### config.mk
export PLATFORM = sky130hd
export DESIGN_NAME = pipe_ctrl_fsm
export DESIGN_NICKNAME = d
export VERILOG_FILES = /design/src/rtl/pipe_ctrl_fsm_pkg.sv /design/src/rtl/pipe_ctrl_fsm_hazard_detect.sv /design/src/rtl/pipe_ctrl_fsm.sv
export SDC_FILE = /design/constraint.sdc
export NUM_CORES = 1
export LEC_CHECK = 0
export ABC_AREA = 1
export CAP_MARGIN = 20
export CELL_PAD_IN_SITES_DETAIL_PLACEMENT = 0
export CELL_PAD_IN_SITES_GLOBAL_PLACEMENT = 2
export CORE_MARGIN = 4
export CORE_UTILIZATION = 29
export CTS_CLUSTER_SIZE = 25
export DETAILED_ROUTE_END_ITERATION = 12
export DONT_BUFFER_PORTS = 1
export GPL_TIMING_DRIVEN = 0
export PLACE_DENSITY_LB_ADDON = 0.08
export REMOVE_ABC_BUFFERS = 1
export SLEW_MARGIN = 10
export SYNTH_ARGS = -nofsm -noshare
export SYNTH_HDL_FRONTEND = slang
export SYNTH_SLANG_ARGS = --single-unit
### constraint.sdc
create_clock -name clk_i -period 4.35 [get_ports clk_i]
set_input_delay 0.87 -clock clk_i [delete_from_list [all_inputs] [get_ports clk_i]]
set_output_delay 0.87 -clock clk_i [all_outputs]
set_load 0.02 [all_outputs]
### src/rtl/pipe_ctrl_fsm_pkg.sv
`default_nettype none
// +--------------------------------------------------------------------------+
// | Module  : pipe_ctrl_fsm_pkg                                              |
// | Brief   : Y86-64 encodings and control-FSM state type for pipe_ctrl_fsm  |
// | Rev     : 1.0  initial release                                           |
// +--------------------------------------------------------------------------+
package pipe_ctrl_fsm_pkg;

    localparam logic [3:0] c_I_JXX    = 4'h7;
    localparam logic [3:0] c_I_RET    = 4'h9;
    localparam logic [3:0] c_I_MRMOVQ = 4'h5;
    localparam logic [3:0] c_I_POPQ   = 4'hB;
    localparam logic [3:0] c_R_NONE   = 4'hF;
    localparam logic [3:0] c_S_AOK    = 4'h1;

    typedef enum logic [1:0] {
        CTL_RUN      = 2'd0,
        CTL_RET_WAIT = 2'd1,
        CTL_HALTED   = 2'd2
    } ctl_state_e;

    // Instructions whose result only exists after the memory stage.
    function automatic logic is_mem_load(input logic [3:0] icode);
        return (icode == c_I_MRMOVQ) || (icode == c_I_POPQ);
    endfunction

endpackage
`default_nettype wire

### src/rtl/pipe_ctrl_fsm_hazard_detect.sv
`default_nettype none
// +--------------------------------------------------------------------------+
// | Module  : pipe_hazard_detect                                             |
// | Brief   : Combinational load-use / mispredict / ret / exception terms    |
// | Rev     : 1.0  initial release                                           |
// +--------------------------------------------------------------------------+
module pipe_hazard_detect
    import pipe_ctrl_fsm_pkg::*;
(
    input  logic [3:0] D_icode_i,
    input  logic [3:0] d_srcA_i,
    input  logic [3:0] d_srcB_i,
    input  logic [3:0] E_icode_i,
    input  logic [3:0] E_dstM_i,
    input  logic       e_Cnd_i,
    input  logic [3:0] m_stat_i,
    input  logic [3:0] W_stat_i,
    output logic       load_use_o,
    output logic       mispred_o,
    output logic       ret_d_o,
    output logic       exc_m_o,
    output logic       exc_w_o
);

    assign load_use_o = is_mem_load(E_icode_i) && (E_dstM_i != c_R_NONE) &&
                        ((E_dstM_i == d_srcA_i) || (E_dstM_i == d_srcB_i));
    assign mispred_o  = (E_icode_i == c_I_JXX) && !e_Cnd_i;
    assign ret_d_o    = (D_icode_i == c_I_RET);
    assign exc_m_o    = (m_stat_i != c_S_AOK);
    assign exc_w_o    = (W_stat_i != c_S_AOK);

endmodule
`default_nettype wire

### src/rtl/pipe_ctrl_fsm.sv
`default_nettype none
// +--------------------------------------------------------------------------+
// | Module  : pipe_ctrl_fsm                                                  |
// | Brief   : Y86-64 stall/bubble sequencer with ret drain and sticky halt.  |
// |           Optional perf counters enabled by PIPE_PERF_CNT_EN.            |
// | Rev     : 1.0  initial release                                           |
// +--------------------------------------------------------------------------+
module pipe_ctrl_fsm
    import pipe_ctrl_fsm_pkg::*;
#(
    parameter int RET_DRAIN = 2,
    parameter int CNT_W     = 32
) (
    input  logic       clk_i,
    input  logic       rst_i,
    input  logic [3:0] D_icode_i,
    input  logic [3:0] d_srcA_i,
    input  logic [3:0] d_srcB_i,
    input  logic [3:0] E_icode_i,
    input  logic [3:0] E_dstM_i,
    input  logic       e_Cnd_i,
    input  logic [3:0] m_stat_i,
    input  logic [3:0] W_stat_i,
    output logic       F_stall_o,
    output logic       D_stall_o,
    output logic       D_bubble_o,
    output logic       E_bubble_o,
    output logic       M_bubble_o,
    output logic       W_stall_o,
    output logic [1:0] ctrl_state_o
`ifdef PIPE_PERF_CNT_EN
    ,
    output logic [CNT_W-1:0] stall_cnt_o,
    output logic [CNT_W-1:0] bubble_cnt_o,
    output logic [CNT_W-1:0] mispred_cnt_o
`endif
);

    localparam int c_RCNT_W = $clog2(RET_DRAIN + 1);

    ctl_state_e          state_q, state_d;
    logic [c_RCNT_W-1:0] ret_cnt_q, ret_cnt_d;
    logic w_load_use, w_mispred, w_ret_d, w_exc_m, w_exc_w;
    logic w_f_stall, w_d_stall, w_d_bubble, w_e_bubble, w_m_bubble, w_w_stall;

    pipe_hazard_detect u_hazard (
        .D_icode_i  (D_icode_i),
        .d_srcA_i   (d_srcA_i),
        .d_srcB_i   (d_srcB_i),
        .E_icode_i  (E_icode_i),
        .E_dstM_i   (E_dstM_i),
        .e_Cnd_i    (e_Cnd_i),
        .m_stat_i   (m_stat_i),
        .W_stat_i   (W_stat_i),
        .load_use_o (w_load_use),
        .mispred_o  (w_mispred),
        .ret_d_o    (w_ret_d),
        .exc_m_o    (w_exc_m),
        .exc_w_o    (w_exc_w)
    );

    always_ff @(posedge clk_i or posedge rst_i) begin
        if (rst_i) begin
            state_q   <= CTL_RUN;
            ret_cnt_q <= '0;
        end else begin
            state_q   <= state_d;
            ret_cnt_q <= ret_cnt_d;
        end
    end

    always_comb begin
        state_d    = state_q;
        ret_cnt_d  = ret_cnt_q;
        w_f_stall  = 1'b0;
        w_d_stall  = 1'b0;
        w_d_bubble = 1'b0;
        w_e_bubble = 1'b0;
        w_m_bubble = 1'b0;
        w_w_stall  = 1'b0;
        case (state_q)
            CTL_RUN: begin
                if (w_exc_w) begin
                    {w_f_stall, w_d_bubble, w_e_bubble, w_m_bubble, w_w_stall} = '1;
                    state_d = CTL_HALTED;
                end else begin
                    w_m_bubble = w_exc_m;
                    // Stall wins over bubble in D, so a waiting ret is kept, not squashed.
                    if (w_load_use) begin
                        w_f_stall  = 1'b1;
                        w_d_stall  = 1'b1;
                        w_e_bubble = 1'b1;
                    end else if (w_mispred) begin
                        w_d_bubble = 1'b1;
                        w_e_bubble = 1'b1;
                    end else if (w_ret_d) begin
                        w_f_stall  = 1'b1;
                        w_d_bubble = 1'b1;
                        state_d    = CTL_RET_WAIT;
                        ret_cnt_d  = c_RCNT_W'(RET_DRAIN);
                    end
                end
            end
            CTL_RET_WAIT: begin
                if (w_exc_w) begin
                    {w_f_stall, w_d_bubble, w_e_bubble, w_m_bubble, w_w_stall} = '1;
                    state_d   = CTL_HALTED;
                    ret_cnt_d = '0;
                end else begin
                    w_f_stall  = 1'b1;
                    w_d_bubble = 1'b1;
                    w_m_bubble = w_exc_m;
                    ret_cnt_d  = ret_cnt_q - c_RCNT_W'(1);
                    if (ret_cnt_q == c_RCNT_W'(1)) begin
                        state_d = CTL_RUN;
                    end
                end
            end
            CTL_HALTED: begin
                {w_f_stall, w_d_bubble, w_e_bubble, w_m_bubble, w_w_stall} = '1;
            end
            default: begin
                state_d   = CTL_RUN;
                ret_cnt_d = '0;
            end
        endcase
    end

    // Reset drives the controls directly so the pipeline is held from the very first instant.
    assign F_stall_o    = rst_i | w_f_stall;
    assign D_stall_o    = !rst_i & w_d_stall;
    assign D_bubble_o   = rst_i | w_d_bubble;
    assign E_bubble_o   = rst_i | w_e_bubble;
    assign M_bubble_o   = rst_i | w_m_bubble;
    assign W_stall_o    = !rst_i & w_w_stall;
    assign ctrl_state_o = state_q;

`ifdef PIPE_PERF_CNT_EN
    logic w_stall_inc, w_bubble_inc, w_mispred_inc;
    logic [CNT_W-1:0] stall_cnt_q, bubble_cnt_q, mispred_cnt_q;

    always_comb begin
        w_stall_inc   = 1'b0;
        w_bubble_inc  = 1'b0;
        w_mispred_inc = 1'b0;
        if (state_q == CTL_RUN && !w_exc_w) begin
            w_stall_inc   = w_load_use || (!w_mispred && w_ret_d);
            w_mispred_inc = !w_load_use && w_mispred;
        end else if (state_q == CTL_RET_WAIT && !w_exc_w) begin
            w_stall_inc = 1'b1;
        end
        w_bubble_inc = (state_q != CTL_HALTED) && w_e_bubble;
    end

    always_ff @(posedge clk_i or posedge rst_i) begin
        if (rst_i) begin
            stall_cnt_q   <= '0;
            bubble_cnt_q  <= '0;
            mispred_cnt_q <= '0;
        end else begin
            stall_cnt_q   <= stall_cnt_q   + CNT_W'(w_stall_inc);
            bubble_cnt_q  <= bubble_cnt_q  + CNT_W'(w_bubble_inc);
            mispred_cnt_q <= mispred_cnt_q + CNT_W'(w_mispred_inc);
        end
    end

    assign stall_cnt_o   = stall_cnt_q;
    assign bubble_cnt_o  = bubble_cnt_q;
    assign mispred_cnt_o = mispred_cnt_q;
`else
    if (CNT_W > 0) begin : g_no_perf_cnt
    end
`endif

endmodule
`default_nettype wire

==> results of run 1 <==
==> worst max-delay path, cell delays in order, from the launching register on <==
cell	delay (ns)
dfrtp_1	0.50
inv_1	0.16
ha_1	0.22
inv_1	0.10
nor2_1	0.24
nand3_1	0.18
nor2_1	0.34
==> Yosys cell counts, drive strengths merged <==
library cell and instances:
a21oi 3, dfrtp 4, ha 5, inv 27, nand2 56, nand3 8
nand4 4, nor2 13, nor3 1, o211ai 1, o21ai 7
==> cells in the final DEF, fill, tap and decap left out <==
cell type,count
a21oi_1,2
a21oi_4,1
clkbuf_4,3
dfrtp_1,4
ha_1,5
inv_1,22
inv_2,5
nand2_1,51
nand2_2,5
nand3_1,6
nand3_2,2
nand4_1,3
nand4_2,1
nor2_1,11
nor2_2,2
nor3_1,1
o211ai_1,1
o21ai_0,3
o21ai_1,3
o21ai_2,1
==> metal layers <==
layer  part of all wire [%]  global-route usage [%]  vias up
li1                       -                       -      402
met5                      0                       0        -
met2                     39                   14.52       24
met1                     53                   17.41      294
met4                      0                  0.9934        0
met3                    7.7                   3.846        0
==> report_power, final <==
group	switching, uW	internal, uW
registers	19.4	48.4
clock network	13.3	30.7
logic	101	52.5
total	134	132
==> cell type report <==
cell class                 count  area share (%)
tap                           28           4.628
inverter                      27           13.39
multi-input combinational     98           65.79
clock buffer                   3           2.975
sequential                     4           13.22
==> path summary, 6_finish.rpt <==
kind | from | end | depth (start not counted) | slack [ns]
min in group clk_i | ret_cnt_q[1] | ret_cnt_q[1] | 2 | 0.52
worst min-delay path | rst_i | ctrl_state_o[0] | 1 | 0.48
worst min register to register | ret_cnt_q[1] | ret_cnt_q[1] | 2 | 0.52
max in group asynchronous | rst_i | ret_cnt_q[1] | 1 | 3.63
worst max-delay path | ctrl_state_o[1] | D_stall_o | 6 | 1.50
worst max register to register | ctrl_state_o[1] | ctrl_state_o[1] | 8 | 2.58
==> per-stage QoR <==
| step | instance area [um2] | hold slack (ns) | util [%] | total power [uW] |
|---|---|---|---|---|
| floorplan | 699.4 | 0.4942 | - | 196.2 |
| global placement | 734.5 | 0.5150 | 32.57 | 224.1 |
| detailed placement | 734.5 | 0.5151 | 32.57 | 224.0 |
| CTS | 757.0 | 0.4799 | 33.57 | 272.3 |
| global route | 757.0 | 0.4958 | 33.57 | 299.5 |
| finish | 757.0 | 0.4797 | 33.57 | 265.1 |
==> cell families (layout without fill, tap and decap cells) <==
kind of cell    count (synthesis)  after routing
simple gates                   82             82
fa+ha+maj                       5              5
compound gates                 11             11
buf+inv                        27             30
flops                           4              4
==> sequential cells by signal (all words and copies together), names as in the netlist <==
register,count
ret_cnt_q,2
ctrl_state_o,2
==> summary.txt, run 1 <==
Run status
  • Outcome: finished clean

Synthesis
  • Biggest area consumer among synthesized cells: nand2_1
  • FF+latch count, synth: 4
  • Synth Instances: roughly 130
  • XOR/XNOR Fraction of Synth Area: 0%
  • Mux cell area share after synthesis: 0%
  • Top post-synthesis cells by area: nand2_1, dfrtp_1, inv_1, ha_1, nor2_1
  • Synth Warn #: 0
  • Synth unique cells: 19
  • Synth Area in Compound Gates: just over 10%
  • Synth Area in Adders: under 10%
  • Sequential area share after synthesis: 14.31%
  • Post-synthesis average cell area: 5.422 um2
  • Cell area after synthesis: approximately 700 um2
  • Simple-gate share of the synthesized area: 51.88%
  • Largest family of logic cells by synthesized area: simple AND/OR/NAND/NOR gates
  • Yosys top cell area share: 27.37%

Worst setup path
  • Crit path DAT: 1.98 ns
  • Critical path type: flip-flop to output pin
  • Worst-path fanout max: 7
  • CP Launch Type: flip-flop
  • Worst Setup End Kind: output pin
  • WP data required: 3.48 ns

Route
  • DRC Markers: 0
  • Antenna Nets Post-Route: 0
  • WL per Instance: around 11 um
  • Drt total wl: approximately 1700 um
  • DRT Pass-1 Iters: 4
  • Vias post-DR: 720
  • Violation count after the first detailed-route iteration: 16
  • Drt via density: 4.500

Cells and area
  • Antenna cells: 0
  • Multi-input logic area: between 400 and 500 um2
  • Fillers: ~270
  • FF/Latch Area: ~100 um2
  • Share of layout cells above drive strength 1: ~15%
  • Post-route insts no fill: 160
  • Final nets: between 150 and 200
  • Syn-to-layout area delta: 8.229%

Floorplanning
  • Die footprint: between 3000 and 4000 um2
  • Initial Util: between 30% and 40%
  • Row cnt: 17
  • Core footprint: approximately 2300 um2
  • Die Y: 57.11 um
  • Die width: about 57 um
  • IO Count: 39

Place
  • Routability Congestion: around 0.73
  • Dpl ws: 1.582 ns
  • I/O Buffers: 0
  • DP Cell Count: 157
  • Hpwl dp: ~1500 um

STA
  • Final worst slack: about 1.5 ns
  • Fin crit period: 2.846 ns
  • Setup-failing EPs final: 0
  • Unrepaired setup endpoints after global routing: no
  • Crit share post-route: approximately two thirds
  • Achievable frequency: between 300 and 400 MHz
  • Setup Skew: 0.001364 ns
  • Final hold viol count: 0
  • Slew of the pin with the lowest slew margin: 0.3737 ns
  • Slew headroom: approximately three quarters
  • Fin Setup TNS: 0 ns
  • Final slew viol count: 0

Worst hold path
  • Hold Crit Class: primary input to async pin

Clocking
  • CTS tree: built
  • Num CTS Buffers: 3
  • Gates resized, CTS repair: 0
  • Sinks on the clock net: 4
  • CTS clk-pin slew, worst paths: roughly 0.040 ns
  • CTS root buf: clkbuf_4
  • Clock latency on the worst-skew pair: approximately 0.23 ns
  • H-tree Lvls: 1
  • Setup repair bufs after CTS: 0
  • Buffer depth of the longest clock path: 2
  • Cts hold-fix bufs: 0

GRT
  • Gr usage total: ~11%
  • GRT overflow: 0
  • Global-route wire length before repair: 2904 um
  • Vias in the first global route: roughly 660
  • Initial antenna violation count: 0
  • Largest net degree at the start of global routing: 10

Pwr
  • Leakage Power: approximately 0.00043 uW
  • Power Dens Cells: between 300 and 400 nW/um2
  • Peak supply drop: between 200 and 250 uV

Flow run
  • Total of max-cap violations: 0
Power figures use the tool's default switching activity.
==> run 2: changes to the inputs <==
--- a/config.mk
+++ b/config.mk
@@ -10,7 +10,7 @@
 export CELL_PAD_IN_SITES_DETAIL_PLACEMENT = 0
 export CELL_PAD_IN_SITES_GLOBAL_PLACEMENT = 2
 export CORE_MARGIN = 4
-export CORE_UTILIZATION = 29
+export CORE_UTILIZATION = 27
 export CTS_CLUSTER_SIZE = 25
 export DETAILED_ROUTE_END_ITERATION = 12
 export DONT_BUFFER_PORTS = 1
==> constraint.sdc (replaced) <==
create_clock -name clk_i -period 2.7 [get_ports clk_i]
set_input_delay 0.54 -clock clk_i [delete_from_list [all_inputs] [get_ports clk_i]]
set_output_delay 0.54 -clock clk_i [all_outputs]
set_load 0.02 [all_outputs]
==> summary.txt, run 2 (synthesis gave the netlist of run 1 again) <==
Worst setup path
  • Crit path DAT: 1.90 ns (-0.08 ns)
  • R2r endpoint: ctrl_state_o[1]
  • Worst-path fanout max: 7 (unchanged)
  • Worst path most repeated cell: inv_1
  • Worst Setup End Kind: output pin
  • CP max-delay cell: dfrtp_1
  • Critical path type: flip-flop to output pin
  • Reg2Reg Depth: 8 (unchanged)
  • FF-to-FF Start: ctrl_state_o[1]
  • CP Launch Type: flip-flop
  • WP data required: 2.16 ns (-1.32 ns)
  • R2R Setup Slk: 0.92 ns (-1.66 ns)
  • Crit-path max cell delay: 0.51 ns (about the same)
  • Worst path cell trace: inv_1, ha_1, inv_1, nor2_1, nand3_1, nor2_2

GRT
  • Gr usage total: 9.887% (-1.1 points)
  • Initial antenna violation count: 0 (unchanged)
  • Vias in the first global route: 653 (-1.4%)
  • Largest net degree at the start of global routing: 10 (unchanged)
  • Global-route wire length before repair: 2691 um (-7.3%)
  • GRT overflow: 0 (unchanged)

Place
  • Hpwl dp: 1500 um (-1.7%)
  • Post-DP Area: 737.0 um2 (+0.34%)
  • I/O Buffers: 0 (unchanged)
  • Routability Congestion: 0.7074 (-3.0%)

Flow run
  • Total of max-cap violations: 0 (unchanged)

Cells and area
  • Syn-to-layout area delta: 8.945%
  • Commonest cells after routing, fill and taps aside: nand2_1, inv_1, nor2_1
  • Finished Cell Area: 762.0 um2 (+0.66%)
  • Share of layout cells above drive strength 1: 15.91% (+0.76 points)
  • Most common cell after layout, fill and taps aside: nand2_1
  • Final nets: 170 (unchanged)
  • Antenna cells: 0 (unchanged)

Route
  • Vias post-DR: 711 (-1.3%)
  • DRT Pass-1 Iters: 3 (-1)
  • Antenna Nets Post-Route: 0 (unchanged)
  • WL per Instance: 10.31 um (-3.3%)
  • DRC Markers: 0 (unchanged)
  • Drt total wl: 1671 um (-2.1%)
  • Violation count after the first detailed-route iteration: 25 (+9)
  • Drt via density: 4.389 (-2.5%)

STA
  • Unrepaired setup endpoints after global routing: no
  • Crit share post-route: about nine tenths
  • Setup-failing EPs final: 0 (unchanged)
  • Setup Skew: 0.001926 ns (+0.0005626 ns)
  • Fin Setup TNS: 0 ns (unchanged)
  • Fin crit period: ~2.4 ns
  • Slew headroom: 75.38% (+0.39 points)
  • Final hold viol count: 0 (unchanged)
  • Achievable frequency: slightly above 400 MHz
  • Final slew viol count: 0 (unchanged)
  • Slew of the pin with the lowest slew margin: 0.3692 ns (-0.004445 ns)

Floorplanning
  • Initial Util: 28.23% (-2.8 points)
  • Die footprint: 3469 um2 (+6.3%)
  • Die Y: 58.90 um (+3.1%)
  • Core footprint: 2477 um2 (+9.9%)
  • Row cnt: 18 (+1)
  • Die width: 58.90 um (+3.1%)
  • IO Count: 39 (unchanged)

Clocking
  • CTS root buf: clkbuf_4
  • Cts hold-fix bufs: 0 (unchanged)
  • Sinks on the clock net: 4 (unchanged)
  • CTS clk-pin slew, worst paths: 0.04 ns (about the same)
  • CTS tree: built
  • H-tree Lvls: 1 (unchanged)
  • Buffer depth of the longest clock path: 2 (unchanged)
  • Clock latency on the worst-skew pair: 0.23 ns (about the same)
  • Num CTS Buffers: 3 (unchanged)

Pwr
  • Peak supply drop: 329.4 uV (+37%)
  • Power Dens Cells: 561.9 nW/um2 (+60%)
  • Leakage Power: 0.0004318 uW (about the same)

Run status
  • Outcome: finished clean

Worst hold path
  • Hold Crit Class: primary input to async pin
[run 2: area by class of cell]
| cell class | count | area (um2) |
|---|---|---|
| multi-input combinational | 98 | 500.5 |
| inverter | 27 | 101.3 |
| tap | 30 | 37.54 |
| fill | 308 | 1715 |
| clock buffer | 3 | 22.52 |
| sequential | 4 | 100.1 |
[run 2: layer usage]
metal  wire length [um]  part of all wire [%]  up-vias  global-route usage (%)
met2                698                    42       20                   14.35
met4                  0                     0        0                   1.942
li1                   -                     -      400                       -
met5                  0                     0        -                       0
met3                130                   7.8        0                   2.412
met1                842                    50      291                   14.74
[run 2: through the flow]
step                      worst slack (ns)  hold slack (ns)  utilization [%]  cells  total power (uW)
after floorplan                     0.6648           0.3476                -    129             316.1
after global placement              0.3510           0.3952            29.75    159             364.9
after detailed placement            0.3973           0.3961            29.75    159             363.4
after CTS                           0.1499           0.1491            30.66    162             439.2
after global routing               0.06649           0.1517            30.76    162             486.9
final                               0.2572           0.1492            30.76    162             428.1
[run 2: worst max-delay path by stage]
stage | start | to | slack, ns | depth (start not counted)
floorplan | ctrl_state_o[1] | D_stall_o | 0.66 | 6
global placement | ctrl_state_o[1] | D_stall_o | 0.35 | 6
detailed placement | ctrl_state_o[1] | D_stall_o | 0.40 | 6
CTS | ctrl_state_o[1] | D_stall_o | 0.15 | 6
global route | ctrl_state_o[1] | D_stall_o | 0.07 | 6
finish | ctrl_state_o[1] | D_stall_o | 0.26 | 6
[run 2: critical path: cells and delay by family, from the launching register on]
kind / cells / cell delay [ns]
buffers and inverters: 2 / 0.26
adder cells (fa/ha/maj): 1 / 0.23
flip-flops: 1 / 0.51
AND/OR/NAND/NOR: 3 / 0.69
[run 2: power breakdown]
part	total [uW]	switching, uW	internal, uW	leakage [uW]
Sequential	110	31.8	78.0	0.0000519
Combinational	247	162	85.1	0.000366
Clock	71.2	21.7	49.5	0.0000138
[run 2: repair_timing]
item	4_1_cts	5_1_grt
setup endpoints to repair	0	1
endpoints found under the hold margin	0	0
resized for setup	0	1
buffers inserted	0	0
==> run 3: changes to the inputs <==
--- a/config.mk
+++ b/config.mk
@@ -5,12 +5,11 @@
 export SDC_FILE = /design/constraint.sdc
 export NUM_CORES = 1
 export LEC_CHECK = 0
-export ABC_AREA = 1
 export CAP_MARGIN = 20
 export CELL_PAD_IN_SITES_DETAIL_PLACEMENT = 0
 export CELL_PAD_IN_SITES_GLOBAL_PLACEMENT = 2
 export CORE_MARGIN = 4
-export CORE_UTILIZATION = 27
+export CORE_UTILIZATION = 30
 export CTS_CLUSTER_SIZE = 25
 export DETAILED_ROUTE_END_ITERATION = 12
 export DONT_BUFFER_PORTS = 1
==> summary.txt, run 3 <==
Run status
  • Outcome: finished clean

Pwr
  • Sw Share: 48.49% (-1.9 points)
  • Leakage Power: 0.0002512 uW (-42%)
  • Peak supply drop: 257.0 uV (-22%)
  • P_sw: 195.5 uW (-9.3%)
  • Power Dens Cells: 617.2 nW/um2 (+9.9%)
  • Power share of the combinational group: 55.7% (-2.0 points)
  • Internal cell power: 207.7 uW (-2.3%)
  • Share of power burned in registers: 26.0% (+0.4 points)
  • Clock share of power: 18.3% (+1.7 points)

Route
  • WL per Instance: 15.66 um (+52%)
  • Drt total wl: 1613 um (-3.5%)
  • Drt via density: 5.757 (+31%)
  • Antenna Nets Post-Route: 0 (unchanged)
  • DRC Markers: 0 (unchanged)
  • DRT Pass-1 Iters: 4 (+1)
  • Vias post-DR: 593 (-17%)
  • Violation count after the first detailed-route iteration: 6 (-76%)

Worst setup path
  • Reg2Reg Depth: 5 (-3)
  • Setup crit start: E_dstM_i[1]
  • Critical path type: primary input to output pin
  • FF-to-FF Start: ctrl_state_o[1]
  • WP data required: 2.16 ns (about the same)
  • Worst-path fanout max: 8 (+1)
  • CP Launch Type: primary input
  • R2r endpoint: ctrl_state_o[1]
  • Worst setup path endpoint: D_stall_o
  • Crit path DAT: 1.93 ns (+0.03 ns)
  • Worst Setup End Kind: output pin
  • R2R Setup Slk: 1.02 ns (+0.10 ns)

Synthesis
  • Post-synthesis average cell area: 7.935 um2 (+46%)
  • Cell area after synthesis: 603.1 um2 (-14%)
  • Number of enable flip-flop cells after synthesis: 0 (unchanged)
  • FF+latch count, synth: 4 (unchanged)
  • Synth Warn #: 0 (unchanged)
  • Synth unique cells: 33 (+14)
  • Sequential area share after synthesis: 16.60% (+2.3 points)
  • Yosys top cell area share: 16.60% (-11 points)
  • Top post-synthesis cells by area: dfrtp_1, xor2_1, ha_1, nand2_1, nor2_1
  • Main flop type after synthesis: dfrtp_1
  • Post-synth top cells: nand2_1, nor2_1, xor2_1
  • Biggest area consumer among synthesized cells: dfrtp_1
  • Synth Instances: 76 (-41%)
  • FFs w/ async S/R, synth: 100.0% (unchanged)

Floorplanning
  • Core footprint: 1821 um2 (-27%)
  • IO Count: 39 (unchanged)
  • Die Y: 52.84 um (-10%)
  • Die footprint: 2792 um2 (-20%)
  • Row cnt: 15 (-3)
  • Die width: 52.84 um (-10%)
  • Initial Util: 33.13% (+4.9 points)

Cells and area
  • Fillers: 202 (-34%)
  • Final nets: 116 (-32%)
  • Share of layout cells above drive strength 1: 11.54% (-4.4 points)
  • Commonest cells after routing, fill and taps aside: nand2_1, xor2_1, nor2_1
  • FF/Latch Area: 100.1 um2 (unchanged)
  • Antenna cells: 0 (unchanged)
  • Post-route insts no fill: 103 (-36%)
  • Syn-to-layout area delta: 8.299%
  • Multi-input logic area: 473.0 um2 (-5.5%)

Clocking
  • Setup repair bufs after CTS: 0 (unchanged)
  • Num CTS Buffers: 3 (unchanged)
  • Clock latency on the worst-skew pair: 0.23 ns (about the same)
  • CTS root buf: clkbuf_4
  • CTS tree: built
  • H-tree Lvls: 1 (unchanged)
  • Gates resized, CTS repair: 0 (unchanged)
  • Sinks on the clock net: 4 (unchanged)
  • Buffer depth of the longest clock path: 2 (unchanged)
  • CTS clk-pin slew, worst paths: 0.04 ns (about the same)
  • Cts hold-fix bufs: 0 (unchanged)

STA
  • Achievable frequency: 404.7 MHz (-1.1%)
  • Final slew viol count: 0 (unchanged)
  • Unrepaired setup endpoints after global routing: no
  • Fin crit period: 2.471 ns (+0.02813 ns)
  • Setup Skew: 0.002800 ns (+0.0008736 ns)
  • Final hold viol count: 0 (unchanged)
  • Setup-failing EPs final: 0 (unchanged)
  • Crit share post-route: 91.52% (+1.0 points)
  • Slew of the pin with the lowest slew margin: 0.6802 ns (+0.3110 ns)
  • Slew headroom: 54.38% (-21 points)
  • Fin Setup TNS: 0 ns (unchanged)
  • Final worst slack: 0.2291 ns (-0.02813 ns)
  • Hold_ws: 0.1370 ns (-0.01226 ns)

GRT
  • Global-route wire length before repair: 2428 um (-9.8%)
  • Gr usage total: 11.85% (+2.0 points)
  • Largest net degree at the start of global routing: 9 (-1)
  • Initial antenna violation count: 0 (unchanged)
  • Vias in the first global route: 524 (-20%)
  • GRT overflow: 0 (unchanged)

Place
  • DP Cell Count: 100 (-37%)
  • Hpwl dp: 1333 um (-11%)
  • Routability Congestion: 0.7422 (+4.9%)
  • Dpl ws: 0.1980 ns (-0.1993 ns)
  • I/O Buffers: 0 (unchanged)

Worst hold path
  • Hold Crit Class: primary input to async pin

Flow run
  • Total of max-cap violations: 0 (unchanged)
-- run 3: worst min-delay path by stage --
stage / slack [ns] / end / start / depth (start not counted)
global placement: 0.39 / ctrl_state_o[0] / rst_i / 1
CTS: 0.14 / ret_cnt_q[1] / rst_i / 1
detailed placement: 0.39 / ctrl_state_o[0] / rst_i / 1
global route: 0.14 / ret_cnt_q[1] / rst_i / 1
floorplan: 0.34 / ctrl_state_o[0] / rst_i / 1
finish: 0.14 / ret_cnt_q[0] / rst_i / 1
-- run 3: cell families after synthesis --
group,synth area share [%]
xor gates and xnor gates,11.62
DFF,16.60
AOI/OAI and AO/OA,25.52
and+or+nand+nor,30.91
adders and majority gates,10.37
buffers and inverters,4.979
-- run 3: worst max-delay path, stage by stage --
cell	delay, ns
xor2_1	0.15
nor4_2	0.31
o2111ai_2	0.30
nor3_1	0.63
-- run 3: area by class of cell --
cell class | count | share of cell area [%]
multi-input cells | 64 | 72.41
clock buffers | 3 | 3.448
inverters | 7 | 4.023
flip-flops and latches | 4 | 15.33
well taps | 25 | 4.789
-- run 3: power groups by stage --
stage          Sequential [uW]  Clock, uW  Combinational (uW)
6_report                   105       73.8                 224
2_1_floorplan             99.4          0                 189
3_5_place_dp               107          0                 225
4_1_cts                    106       77.0                 226
3_3_place_gp               106          0                 230
5_1_grt                    108       83.0                 248
-- run 3: routing by layer --
metal	up-vias	GRT usage, %	share of wire [%]
met5	-	0	0
met4	0	1.277	0
met3	0	4.558	11
met2	31	15.91	41
met1	273	17.91	48
li1	289	-	-
-- run 3: metrics by stage --
stage                     area [um2]  util (%)  power [uW]
after floorplan                599.3         -       288.1
after global placement         630.6     34.64       335.9
after detailed placement       630.6     34.64       332.6
after CTS                      653.1     35.88       409.7
after global routing           653.1     35.88       438.2
final                          653.1     35.88       403.1
